### config.mk
export PLATFORM = sky130hd
export DESIGN_NAME = dbi_ac_encoder_flat
export DESIGN_NICKNAME = d
export VERILOG_FILES = /design/src/rtl/dbi_ac_if.sv /design/src/rtl/dbi_ac_encoder.sv /design/src/flat_wrapper.sv
export SDC_FILE = /design/constraint.sdc
export NUM_CORES = 1
export LEC_CHECK = 0
export ABC_AREA = 1
export CAP_MARGIN = 20
export CORE_MARGIN = 4
export CORE_UTILIZATION = 45
export DETAILED_ROUTE_END_ITERATION = 12
export PLACE_DENSITY = 0.8
export SLEW_MARGIN = 0
export SYNTH_ARGS = -nofsm -noshare
export SYNTH_HDL_FRONTEND = slang
export SYNTH_SLANG_ARGS = --single-unit
### constraint.sdc
create_clock -name clk -period 25.4 [get_ports clk]
set_clock_uncertainty 0.15 [all_clocks]
set_input_delay 6.35 -clock clk [delete_from_list [all_inputs] [get_ports clk]]
set_output_delay 6.35 -clock clk [all_outputs]
set_load 0.05 [all_outputs]
### src/rtl/dbi_ac_if.sv
// Valid/ready bus between the inversion-decision logic, the AC-DBI encoder stage and the sink.
// The master modport is the environment side: it drives upstream words and the sink's ready.
interface dbi_ac_if #(parameter int W = 8);
  logic         in_valid;
  logic         in_ready;
  logic [W-1:0] in_data;
  logic         out_valid;
  logic         out_ready;
  logic [W-1:0] out_data;
  logic         out_dbi;

  modport master (
    output in_valid, in_data, out_ready,
    input  in_ready, out_valid, out_data, out_dbi
  );

  modport slave (
    input  in_valid, in_data, out_ready,
    output in_ready, out_valid, out_data, out_dbi
  );
endinterface

### src/rtl/dbi_ac_encoder.sv
// Registered AC-DBI encoder: sends each word or its complement, whichever toggles fewer bus
// lines (DBI line included), and keeps a saturating count of the toggles it causes.
module dbi_ac_lane (
  input  logic d_i,
  input  logic b_i,
  input  logic inv_i,
  output logic diff_o,
  output logic nxt_o,
  output logic tog_o
);
  assign diff_o = d_i ^ b_i;
  assign nxt_o  = d_i ^ inv_i;
  assign tog_o  = nxt_o ^ b_i;
endmodule

module dbi_ac_encoder #(
  parameter int W     = 8,
  parameter int CNT_W = 16
) (
  input  logic             clk,
  input  logic             rst_n,
  input  logic             dbi_en,
  input  logic             cnt_clr,
  dbi_ac_if.slave          bus,
  output logic [CNT_W-1:0] toggle_cnt
);
  // Wide enough for 0..W+1 toggles.
  localparam int PW = $clog2(W + 2);

  logic [W-1:0]     data_q, data_d, diff, tog;
  logic             dbi_q, vld_q, vld_d;
  logic [CNT_W-1:0] cnt_q, cnt_d, cnt_base;
  logic [CNT_W:0]   sum;
  logic [PW-1:0]    t, cost_n, cost_i, tcnt;
  logic             load, inv;

  function automatic logic [PW-1:0] popcnt(input logic [W-1:0] v);
    popcnt = '0;
    for (int i = 0; i < W; i++) popcnt = popcnt + PW'(v[i]);
  endfunction

  for (genvar g = 0; g < W; g++) begin : g_lane
    dbi_ac_lane u_lane (
      .d_i   (bus.in_data[g]),
      .b_i   (data_q[g]),
      .inv_i (inv),
      .diff_o(diff[g]),
      .nxt_o (data_d[g]),
      .tog_o (tog[g])
    );
  end

  assign bus.in_ready = !vld_q || bus.out_ready;
  assign load         = bus.in_valid && bus.in_ready;

  always_comb begin
    t      = popcnt(diff);
    cost_n = t + PW'(dbi_q);
    cost_i = PW'(W) - t + PW'(!dbi_q);
    // Ties keep the DBI line where it is so it does not toggle.
    inv    = dbi_en && ((cost_i < cost_n) || ((cost_i == cost_n) && dbi_q));
    tcnt   = popcnt(tog) + PW'(inv ^ dbi_q);
  end

  always_comb begin
    vld_d    = load ? 1'b1 : (bus.out_ready ? 1'b0 : vld_q);
    cnt_base = cnt_clr ? '0 : cnt_q;
    sum      = {1'b0, cnt_base} + (CNT_W+1)'(tcnt);
    cnt_d    = cnt_q;
    if (load)         cnt_d = sum[CNT_W] ? '1 : sum[CNT_W-1:0];
    else if (cnt_clr) cnt_d = '0;
  end

  always_ff @(posedge clk or negedge rst_n) begin
    if (!rst_n) begin
      data_q <= '0;
      dbi_q  <= 1'b0;
      vld_q  <= 1'b0;
      cnt_q  <= '0;
    end else begin
      vld_q <= vld_d;
      cnt_q <= cnt_d;
      if (load) begin
        data_q <= data_d;
        dbi_q  <= inv;
      end
    end
  end

  assign bus.out_valid = vld_q;
  assign bus.out_data  = data_q;
  assign bus.out_dbi   = dbi_q;
  assign toggle_cnt    = cnt_q;
endmodule

### src/flat_wrapper.sv
// flat-port wrapper written by rule: the top's interface ports become plain ports
module dbi_ac_encoder_flat 
#(
  parameter int W     = 8,
  parameter int CNT_W = 16
)
  (clk, rst_n, dbi_en, cnt_clr, toggle_cnt, bus_in_valid, bus_in_data, bus_out_ready, bus_in_ready, bus_out_valid, bus_out_data, bus_out_dbi);
  dbi_ac_if #(.W(W)) bus_i ();
  input  logic clk;
  input  logic rst_n;
  input  logic dbi_en;
  input  logic cnt_clr;
  output logic [CNT_W-1:0] toggle_cnt;
  input wire logic [$bits(bus_i.in_valid)-1:0] bus_in_valid;
  input wire logic [$bits(bus_i.in_data)-1:0] bus_in_data;
  input wire logic [$bits(bus_i.out_ready)-1:0] bus_out_ready;
  output wire logic [$bits(bus_i.in_ready)-1:0] bus_in_ready;
  output wire logic [$bits(bus_i.out_valid)-1:0] bus_out_valid;
  output wire logic [$bits(bus_i.out_data)-1:0] bus_out_data;
  output wire logic [$bits(bus_i.out_dbi)-1:0] bus_out_dbi;
  assign bus_i.in_valid = bus_in_valid;
  assign bus_i.in_data = bus_in_data;
  assign bus_i.out_ready = bus_out_ready;
  assign bus_in_ready = bus_i.in_ready;
  assign bus_out_valid = bus_i.out_valid;
  assign bus_out_data = bus_i.out_data;
  assign bus_out_dbi = bus_i.out_dbi;
  dbi_ac_encoder #(.W(W), .CNT_W(CNT_W)) u_core (.clk(clk), .rst_n(rst_n), .dbi_en(dbi_en), .cnt_clr(cnt_clr), .bus(bus_i), .toggle_cnt(toggle_cnt));
endmodule
==> results_dict.tcl, run 1 <==
set metrics [dict create \
    wl_met1_um 2410 \
    synth-edff-count 0 \
    cts_htree_levels 1 \
    drv_slew 0 \
    cts_root_buf "clkbuf_8" \
    final_common_cell "nand2_1" \
    status "complete, no violations" \
    crit_path_max_fanout 10 \
    rsz0062_at_grt "no" \
    cts.sinks 26 \
    critPathBufInv 6 \
    final_core_util_pct 54.8 \
    die_area_um2 6970 \
    worstPathRequired_ps 25420 \
    drt-total-wl_um 5270 \
    place_congestion 0.864 \
    die_y_um 83.5 \
    cts_max_path_buffers 2 \
    cts_hold_buf 0 \
    cts_setup_buffers 0 \
    cts_resized 0 \
    post-route-min-period_ps 15070 \
    route.detailed.drc 0 \
    via_per_inst 5.02 \
    mostFrequentLayoutCells "nand2_1 (76), inv_1 (45), clkdlybuf4s50_1 (40)" \
    ff2ff_path_depth 35 \
    dr_total_vias 2137 \
    slowest_stage "fa_1" \
    reg2reg_to "u_core.toggle_cnt[7]$_DFF_PN0_" \
    post-route-period-util_pct 59.3 \
    n_antenna_cell 0 \
    fmax_ghz 0.0664 \
    cpPeakStageDelay_ps 560 \
    antenna_found_initial 0 \
    drive_gt1_share_pct 11.9 \
    synth_nets 366 \
    met3_wirelength_um 233 \
    critical_path.top_delay_family "adder cells" \
    synthFlopType "dfrtp_1" \
    postRouteAntennaNets 0 \
    hold_depth 2 \
    num_rows 27 \
    netlist_area_um2 2560 \
    cts_tree "yes" \
    arrival_ps 15090 \
    drt_iter0_drc 66 \
    yosysWarnings 0 \
    start_util_pct 46.6 \
    grt.total_usage_pct 15.5 \
    hold_viol 0 \
    first_global_vias 2163 \
    clk_pin_slew_ps 100 \
    grt_pass1_wl_um 9200 \
    critical_path.startpoint "bus_in_data[0]" \
    dpl.hpwl_um 4130 \
    synth-async-reset-ratio_pct 100 \
    avgRoutedWirePerCell_um 12.4 \
    firstDrtPassIters 5 \
    end_kind "register" \
    endpoint "u_core.toggle_cnt[7]$_DFF_PN0_" \
    crit_top_cell "fa_1" \
    tns_ps 0 \
    insertion_delay_ps 280 \
    max-slew-margin-rel_pct 52.7 \
    ys_ff_latch 26 \
    path_depth 36 \
    fin_nets 399 \
    rrSetupSlack_ps 16500 \
    die_x_um 83.5 \
    worstSetupPathType "in -> reg" \
    ys_types 32 \
    nFillCells 515 \
    area_growth_pct 17.7 \
    cts_buffers 3 \
    avgSynthCellArea_um2 7.97 \
    grt_max_degree 27 \
    yosysSeqAreaShare_pct 25.4 \
    worstMarginPinSlew_ps 708 \
    highest_layer "met4" \
    coreArea_um2 5510 \
    hp-class "reg -> reg" \
    gr-total-overflow 0 \
    netlist_instances 322 \
    finalSetupViolCount 0 \
    start_kind "input pin" \
    crit-reg2reg-launch "u_core.bus.out_data[0]$_DFFE_PN0P_" \
    met2WireLength_um 2590 \
    portBuffers 40 \
    cap_violations 0 \
    ioPinCount 41 \
]
through the flow:
step           hold slack [ps]  setup WS [ps]  cell area (µm²)  std cells
2_1_floorplan              341          11060             2560        322
3_3_place_gp               368          10260             2960        422
3_5_place_dp               374          10030             2960        422
4_1_cts                    408          10310             3020        426
5_1_grt                    427           9810             3020        426
6_report                   399          10330             3020        426
cell usage after synthesis, types with 2 or more instances:
cell type / count / area, µm²
inv_1: 45 / 169
o21bai_1: 2 / 15.0
o21ai_0: 11 / 55.1
ha_1: 20 / 250
nor3_1: 2 / 10.0
dfrtp_1: 26 / 651
inv_2: 2 / 7.51
nor2_1: 25 / 93.8
xor2_1: 8 / 70.1
nand3_1: 14 / 70.1
nor2_4: 6 / 67.6
nor2_2: 3 / 18.8
nand3_2: 12 / 120
buf_2: 2 / 10.0
nand2_4: 2 / 22.5
buf_4: 8 / 60.1
nand3b_1: 3 / 22.5
nand2_1: 76 / 285
xnor2_1: 16 / 140
fa_1: 10 / 200
a21oi_1: 9 / 45.0
nand4_1: 4 / 25.0
nand2_2: 7 / 43.8
worst min-delay path, cell delays in order (launching register included):
cell and delay (ps):
dfrtp_1 380, nand2_2 80, nand2_1 60
flip-flops by register name, summed over array words and instances (netlist names):
| name | cells |
|---|---|
| u_core.bus.out_data | 8 |
| u_core.bus.out_dbi | 1 |
| u_core.bus.out_valid | 1 |
| u_core.toggle_cnt | 16 |
cell type report:
type / instances / area, µm² / area share (%)
Multi-Input combinational cell: 236 / 1640 / 54.3
Sequential cell: 26 / 651 / 21.5
Timing Repair Buffer: 41 / 408 / 13.5
Inverter: 47 / 176 / 5.84
Tap cell: 72 / 90.1 / 2.98
Clock buffer: 4 / 55.1 / 1.82
routing by layer:
| metal | vias to the layer above | GRT usage [%] |
|---|---|---|
| li1 | 1064 | - |
| met1 | 1011 | 20.4 |
| met2 | 57 | 27.4 |
| met3 | 5 | 1.88 |
| met4 | 0 | 3.36 |
| met5 | - | 0 |
cell families after synthesis:
| family | share of synthesized area, % |
|---|---|
| adders and majority gates | 17.6 |
| DFF | 25.4 |
| xor gates and xnor gates | 8.20 |
| buffers and inverters | 10.7 |
| AOI/OAI and AO/OA | 5.51 |
| and+or+nand+nor | 32.6 |
worst min path at each step:
stage / end / start
floorplan: u_core.bus.out_data[0]$_DFFE_PN0P_ / u_core.bus.out_data[0]$_DFFE_PN0P_
global placement: u_core.bus.out_valid$_DFFE_PN0P_ / u_core.bus.out_valid$_DFFE_PN0P_
detailed placement: u_core.bus.out_valid$_DFFE_PN0P_ / u_core.bus.out_valid$_DFFE_PN0P_
CTS: u_core.bus.out_valid$_DFFE_PN0P_ / u_core.bus.out_valid$_DFFE_PN0P_
global route: u_core.bus.out_valid$_DFFE_PN0P_ / u_core.bus.out_valid$_DFFE_PN0P_
finish: u_core.bus.out_valid$_DFFE_PN0P_ / u_core.bus.out_valid$_DFFE_PN0P_
Power of run 1 is not shown: default switching activity piles up to over one toggle a cycle in this logic, so the estimate is an artifact.
==> inputs of run 2 (changes only) <==
==> constraint.sdc (replaced) <==
create_clock -name clk -period 15.3 [get_ports clk]
set_clock_uncertainty 0.15 [all_clocks]
set_input_delay 3.825 -clock clk [delete_from_list [all_inputs] [get_ports clk]]
set_output_delay 3.825 -clock clk [all_outputs]
set_load 0.05 [all_outputs]
==> run 2 against run 1 <==
  * Non-clock buffer count unchanged
  * First-iteration DRC count is 44% higher
  * Via count fell by 1.8%
  * Critical path type unchanged
  * Cell count unchanged
  * Sequential share of layout area is the same
  * Largest cell class unchanged
==> results_dict.tcl, run 2 (synthesis results as in run 1) <==
set metrics [dict create \
    status "complete, no violations" \
    drive_gt1_share_pct 11.9 \
    cts_setup_buffers 0 \
    final_area_um2 3020 \
    place_congestion 0.864 \
    ioPinCount 41 \
    start_util_pct 46.6 \
    placed_cell_area_um2 2960 \
    hold_slack_ps 391 \
    route.detailed.drc 0 \
    final_common_cell "nand2_1" \
    cts.sinks 26 \
    register_area_um2 651 \
    tns_ps 0 \
    clk_pin_slew_ps 90 \
    post-route-min-period_ps 12500 \
    die_x_um 83.5 \
    multi_input_area_um2 1640 \
    num_rows 27 \
    crit_top_cell "fa_1" \
    holdPathEnd "u_core.bus.out_valid$_DFFE_PN0P_" \
    drv_slew 0 \
    cts_root_buf "clkbuf_8" \
    fin_nets 399 \
    crit-reg2reg-launch "u_core.bus.out_data[0]$_DFFE_PN0P_" \
    min-delay-start "u_core.bus.out_valid$_DFFE_PN0P_" \
    slowest_stage "fa_1" \
    postRouteAntennaNets 0 \
    firstDrtPassIters 4 \
    cts_hold_buf 0 \
    ff2ff_path_depth 35 \
    dr_total_vias 2099 \
    fmax_ghz 0.0800 \
    cpPeakStageDelay_ps 550 \
    insertion_delay_ps 270 \
    antenna_found_initial 0 \
    avgRoutedWirePerCell_um 12.3 \
    rrSetupSlack_ps 6450 \
    worstSetupPathType "in -> reg" \
    start_kind "input pin" \
    portBuffers 40 \
    setup_slack_ps 2800 \
    rsz0062_at_grt "no" \
    drt-total-wl_um 5250 \
    die_y_um 83.5 \
    grt_pass1_wl_um 9270 \
    cts_htree_levels 1 \
    cts_tree "yes" \
    coreArea_um2 5510 \
    dpl.hpwl_um 4170 \
    nFillCells 495 \
    grt_max_degree 27 \
    die_area_um2 6970 \
    cap_violations 0 \
    gr-total-overflow 0 \
    cts_resized 0 \
    worstPathRequired_ps 15320 \
    cts_buffers 3 \
    grt.total_usage_pct 15.8 \
    worstMarginPinSlew_ps 700 \
    hold_viol 0 \
    crit_path_max_fanout 10 \
    reg2reg_to "u_core.toggle_cnt[7]$_DFF_PN0_" \
    hp-class "reg -> reg" \
    largest_register_ffs 16 \
    area_growth_pct 17.7 \
    end_kind "register" \
    n_antenna_cell 0 \
    mostFrequentLayoutCells "nand2_1 (76), inv_1 (45), clkdlybuf4s50_1 (40)" \
    post-route-period-util_pct 81.7 \
    hold_depth 2 \
    first_global_vias 2127 \
    cts_max_path_buffers 2 \
    finalSetupViolCount 0 \
    max-slew-margin-rel_pct 53.2 \
    dp_slack_ps 2440 \
    via_per_inst 4.93 \
    arrival_ps 12520 \
    drt_iter0_drc 95 \
]
==> run 2: cell counts in the layout (fill, tap and decap cells not counted) <==
Identical to the previous run, type by type.
==> run 2: worst max path at each step <==
stage / startpoint / end / slack [ps] / cells past startpoint
2_1_floorplan: bus_in_data[1] / u_core.toggle_cnt[7]$_DFF_PN0_ / 3490 / 34
3_3_place_gp: bus_in_data[0] / u_core.toggle_cnt[7]$_DFF_PN0_ / 2690 / 34
3_5_place_dp: bus_in_data[0] / u_core.toggle_cnt[7]$_DFF_PN0_ / 2440 / 35
4_1_cts: bus_in_data[0] / u_core.toggle_cnt[7]$_DFF_PN0_ / 2730 / 35
5_1_grt: bus_in_data[0] / u_core.toggle_cnt[7]$_DFF_PN0_ / 2230 / 34
6_report: bus_in_data[0] / u_core.toggle_cnt[7]$_DFF_PN0_ / 2800 / 36
==> run 2: area by class of cell <==
type / instances / share of cell area [%]
multi-input cells: 236 / 54.3
flip-flops and latches: 26 / 21.5
repair buffers: 41 / 13.5
inverters: 47 / 5.84
well taps: 72 / 2.98
clock buffers: 4 / 1.82
==> run 2: metal layers <==
layer  vias up  share of wire, %  routed length, µm  global-route usage (%)
met5         -                 0                  0                       0
li1       1063                 -                  -                       -
met3         2               5.1                268                    3.26
met1       983                45               2370                    20.3
met2        51                49               2580                    28.1
met4         0              0.57                 30                    2.34
==> run 2: stage by stage <==
| stage | std cells | utilization, % |
|---|---|---|
| final | 426 | 54.8 |
| after global routing | 426 | 54.8 |
| after CTS | 426 | 54.8 |
| after detailed placement | 422 | 53.8 |
| after global placement | 422 | 53.8 |
| after floorplan | 322 | - |
==> run 2: critical path, delay by kind of cell <==
family / cells / cell delay [ps]
simple gates: 12 / 1350
buf+inv: 6 / 780
fa+ha+maj: 13 / 5440
xor+xnor: 5 / 1120
Power of run 2 is left out for the same reason.
==> inputs of run 3 (changes only) <==
--- a/config.mk
+++ b/config.mk
@@ -10,7 +10,7 @@
 export CORE_MARGIN = 4
 export CORE_UTILIZATION = 45
 export DETAILED_ROUTE_END_ITERATION = 12
-export PLACE_DENSITY = 0.8
+export PLACE_DENSITY = 0.83
 export SLEW_MARGIN = 0
 export SYNTH_ARGS = -nofsm -noshare
 export SYNTH_HDL_FRONTEND = slang
==> constraint.sdc (replaced) <==
create_clock -name clk -period 10.1 [get_ports clk]
set_clock_uncertainty 0.15 [all_clocks]
set_input_delay 2.525 -clock clk [delete_from_list [all_inputs] [get_ports clk]]
set_output_delay 2.525 -clock clk [all_outputs]
set_load 0.05 [all_outputs]
==> run 3 against run 2 <==
  * First-iteration DRC count grew 46%
  * Critical path type unchanged
  * Global-route usage up 1.4 points
  * Critical endpoint unchanged
  * Via count is 9.1% higher
==> results_dict.tcl, run 3 (synthesis results as in run 1) <==
set metrics [dict create \
    status "complete, no violations" \
    start_kind "input pin" \
    fmax_ghz 0.102 \
    dr_total_vias 2289 \
    mostFrequentLayoutCells "nand2_1 (72), inv_1 (43), clkdlybuf4s50_1 (36)" \
    post-route-period-util_pct 97.2 \
    end_kind "register" \
    antenna_found_initial 0 \
    worstPathRequired_ps 10120 \
    hold_viol 0 \
    grt_max_degree 27 \
    via_per_inst 5.10 \
    insertion_delay_ps 270 \
    post-route-min-period_ps 9820 \
    fin_nets 422 \
    max-slew-margin-rel_pct 54.5 \
    portBuffers 40 \
    route.detailed.drc 0 \
    avgRoutedWirePerCell_um 14.1 \
    ioPinCount 41 \
    cts_hold_buf 0 \
    highest_layer "met4" \
    dpl.hpwl_um 4480 \
    critical_path.top_delay_family "adder cells" \
    cts_htree_levels 1 \
    worstSetupPathType "in -> reg" \
    crit_path_max_fanout 4 \
    grt.total_usage_pct 17.2 \
    finalSetupViolCount 0 \
    gr-total-overflow 0 \
    n_antenna_cell 0 \
    slowest_stage "fa_1" \
    crit_top_cell "fa_1" \
    cts_max_path_buffers 2 \
    hp-class "reg -> reg" \
    drt-total-wl_um 6310 \
    met3_wirelength_um 332 \
    hold_slack_ps 399 \
    final_common_cell "nand2_1" \
    cts_root_buf "clkbuf_8" \
    num_rows 27 \
    cts.sinks 26 \
    die_y_um 83.5 \
    cap_violations 0 \
    die_area_um2 6970 \
    wl_met1_um 2560 \
    die_x_um 83.5 \
    first_global_vias 2264 \
    drive_gt1_share_pct 24.1 \
    coreArea_um2 5510 \
    met2WireLength_um 3310 \
    critPathBufInv 6 \
    drv_slew 0 \
    area_growth_pct 31.5 \
    cts_tree "yes" \
    largest_register_ffs 16 \
    postRouteAntennaNets 0 \
    arrival_ps 9840 \
    drt_iter0_drc 139 \
    final_core_util_pct 61.3 \
    worstMarginPinSlew_ps 681 \
    start_util_pct 46.6 \
    place_congestion 0.830 \
    grt_pass1_wl_um 10000 \
    cts_buffers 3 \
    firstDrtPassIters 5 \
    cpPeakStageDelay_ps 530 \
    clk_pin_slew_ps 100 \
]
run 3: cell type report:
type,instances,area (µm²)
inverters,47,176
flip-flops and latches,26,651
clock buffers,4,55.1
repair buffers,63,573
multi-input cells,237,1830
fillers,444,2130
well taps,72,90.1
run 3: repair_timing:
| item | 4_1_cts | 5_1_grt |
|---|---|---|
| cloned | 0 | 1 |
| pin swaps | 19 | 18 |
| endpoints found under the setup margin | 16 | 16 |
| buffers inserted | 3 | 5 |
| resized for setup | 19 | 19 |
run 3: tightest hold or removal path: cells and delay by family (launching register included):
| family | cells | cell delay, ps |
|---|---|---|
| flops | 1 | 380 |
| simple gates | 2 | 140 |
run 3: metal layers:
layer,vias up,global-route usage [%]
li1,1105,-
met1,1086,21.6
met2,86,30.8
met3,12,1.88
met4,0,5.70
met5,-,0
run 3: metrics by stage:
stage               setup WS, ps  TNS, ps  std cells  area (µm²)
CTS                         22.8        0        443        3230
global placement            -652    -9040        436        3100
floorplan                   1.84        0        322        2590
detailed placement          -817   -12280        436        3100
finish                       278        0        449        3370
global route               -52.1    -70.4        449        3370
run 3: worst paths after layout:
kind	startpoint	to	slack (ps)	cells after the start
max	bus_in_data[1]	u_core.toggle_cnt[7]$_DFF_PN0_	280	35
max reg2reg	u_core.bus.out_data[0]$_DFFE_PN0P_	u_core.toggle_cnt[7]$_DFF_PN0_	2130	34
min reg2reg	u_core.bus.out_valid$_DFFE_PN0P_	u_core.bus.out_valid$_DFFE_PN0P_	400	2
min in group asynchronous	rst_n	u_core.toggle_cnt[5]$_DFF_PN0_	2460	2
max in group asynchronous	rst_n	u_core.toggle_cnt[7]$_DFF_PN0_	7080	2
min	u_core.bus.out_valid$_DFFE_PN0P_	u_core.bus.out_valid$_DFFE_PN0P_	400	2
Power of run 3 is left out for the same reason.
==> variant: new RTL, settings of run 3 <==
`CNT_W` is set to 16 in 2 places; all go to 32.
--- a/src/rtl/dbi_ac_encoder.sv
+++ b/src/rtl/dbi_ac_encoder.sv
@@ -16,5 +16,5 @@
 module dbi_ac_encoder #(
   parameter int W     = 8,
-  parameter int CNT_W = 16
+  parameter int CNT_W = 32
 ) (
   input  logic             clk,
--- a/src/flat_wrapper.sv
+++ b/src/flat_wrapper.sv
@@ -3,5 +3,5 @@
 #(
   parameter int W     = 8,
-  parameter int CNT_W = 16
+  parameter int CNT_W = 32
 )
   (clk, rst_n, dbi_en, cnt_clr, toggle_cnt, bus_in_valid, bus_in_data, bus_out_ready, bus_in_ready, bus_out_valid, bus_out_data, bus_out_dbi);
Ports: changed (resized toggle_cnt); port bits go from 41 to 57. The function was not compared with the original's and may differ.
==> variant against run 3 <==
Synthesized area up 43%. Synthesized cell count up 53%. Setup slack worse by 0.26 ns. Sequential cell count up 16. Core utilization grew 1.4 points. Via count increased by 56%. Routed wire length rose by 61%. Design area up 45%. Critical path type unchanged. Critical endpoint is now u_core.toggle_cnt[19]. Highest routed layer unchanged.
Power is left out: the tool's default activity adds up to more than one toggle a clock period on the data nets, which glitch-free logic cannot reach.
==> variant: results <==
[drt]
via_count = 3566
first_pass_iters = 7
route.detailed.drc = 0
drt-initial-drc-count = 228
wl_per_cell_um = 15.2

[layout]
antenna_cells = 0
layout-drive-gt1-share_pct = 22.3
fin_nets = 612
largest_register_ff_count = 32
n_fill_cell = 619

[clock_network]
htree_levels = 2
cts_buffers = 5
clk_latency_ns = 0.31
root_buffer = "clkbuf_8"
clkTransAtPathRegs_ns = 0.09
ctsLongestPathBuffers = 2

[logic_synthesis]
syn_nets = 537
ys_seq_area_share_pct = 28.7
yosysWarnings = 0
async_flop_share_pct = 100
ys_types = 29
ys.flop_type = "dfrtp_1"
synth_common_cells = "121 x nand2_1, 66 x inv_1, 47 x nand3_1, 46 x nor2_1, 42 x dfrtp_1"
synthTopCellsByArea = "dfrtp_1 29%, nand2_1 12%, ha_1 6.8%"

[grt]
antenna_found_initial = 0
grt_pass1_wl_mm = 16.3
grt_start_max_net_pins = 43
groute.usage.overall_pct = 20.1

[setup_path]
reg2reg_to = "u_core.toggle_cnt[19]"
critical-path-max-stage-delay_ns = 0.58
cp_max_fo = 5
rrSetupSlack_ns = 1.82
crit_path_top_delay_cell = "fa_2"
arrival_ns = 10.17
r2r-start = "u_core.bus.out_data[0]"
reg2reg_depth = 33

[timing]
max-slew-margin-rel_pct = 46.0

[worst_hold_path]
hp-class = "reg2reg"
holdPathEnd = "u_core.bus.out_valid"
worstHoldStart = "u_core.bus.out_valid"
hold_path_depth = 2

[place]
globalplace.congestion = 0.891
dpl_worst_slack_ns = -0.777
io_buffers = 56
post-dp-hpwl_mm = 7.11

[run_status]
status = "complete, no violations"
## variant: changes by cell type in the layout (fill, tap and decap cells not counted), moves of 7 or more
cell and delta:
nand2_1 +44, dfrtp_1 +16, nand3_2 +11, clkdlybuf4s50_1 +15
nand4_1 +7, inv_1 +19, nand3_1 +28, nor2_1 +19
## variant: layout make-up
| class | count | area, sq um | area share (%) |
|---|---|---|---|
| Inverter | 67 | 251 | 5.14 |
| Sequential cell | 42 | 1050 | 21.5 |
| Clock buffer | 6 | 72.6 | 1.48 |
| Clock inverter | 2 | 13.8 | 0.281 |
| Multi-Input combinational cell | 364 | 2480 | 50.7 |
| Timing Repair Buffer | 88 | 893 | 18.3 |
| Tap cell | 102 | 128 | 2.61 |
## variant: logic make-up (layout without fill, tap and decap cells)
family / Yosys count / in the layout / synth area share, %
buf+inv: 87 / 163 / 10.7
simple gates: 278 / 278 / 37.6
compound gates: 30 / 30 / 4.41
fa+ha+maj: 30 / 30 / 12.3
xor+xnor: 26 / 26 / 6.23
flops: 42 / 42 / 28.7
## variant: critical path: cells and delay by family
| kind | cells | cell delay, ns |
|---|---|---|
| AOI/OAI and AO/OA | 4 | 0.51 |
| and+or+nand+nor | 7 | 0.79 |
| adders and majority gates | 13 | 5.08 |
| buffers and inverters | 6 | 0.54 |
| xor gates and xnor gates | 4 | 0.73 |
## variant: metrics by stage
stage	hold WS [ns]	instance area, sq um	std cells
global placement	0.375	4510	653
CTS	0.438	4730	669
global route	0.482	4890	671
finish	0.421	4890	671
detailed placement	0.403	4510	653
floorplan	0.438	3760	493
## variant: worst max path at each step
| stage | from | end | slack (ns) | depth (start not counted) |
|---|---|---|---|---|
| floorplan | bus_in_data[0] | u_core.toggle_cnt[6] | -0.09 | 33 |
| global placement | bus_in_data[0] | u_core.toggle_cnt[7] | -0.51 | 34 |
| detailed placement | bus_in_data[0] | u_core.toggle_cnt[7] | -0.78 | 34 |
| CTS | bus_in_data[1] | u_core.toggle_cnt[12] | 0.01 | 35 |
| global route | bus_in_data[0] | u_core.toggle_cnt[15] | -0.20 | 34 |
| finish | bus_in_data[0] | u_core.toggle_cnt[19] | 0.02 | 34 |
## variant: routing by layer
layer | GRT usage [%] | part of all wire [%]
met2 | 35.1 | 50
met5 | 0 | 0
met4 | 6.09 | 1.8
met3 | 3.00 | 6.5
met1 | 25.9 | 42
## variant: timing repair
action / in CTS / in global routing
setup endpoints to repair: 32 / 32
gates cloned: 2 / 0
setup buffers: 7 / 3
gates resized for setup: 21 / 32
hold buffers: 0 / 0
pin swaps: 17 / 17
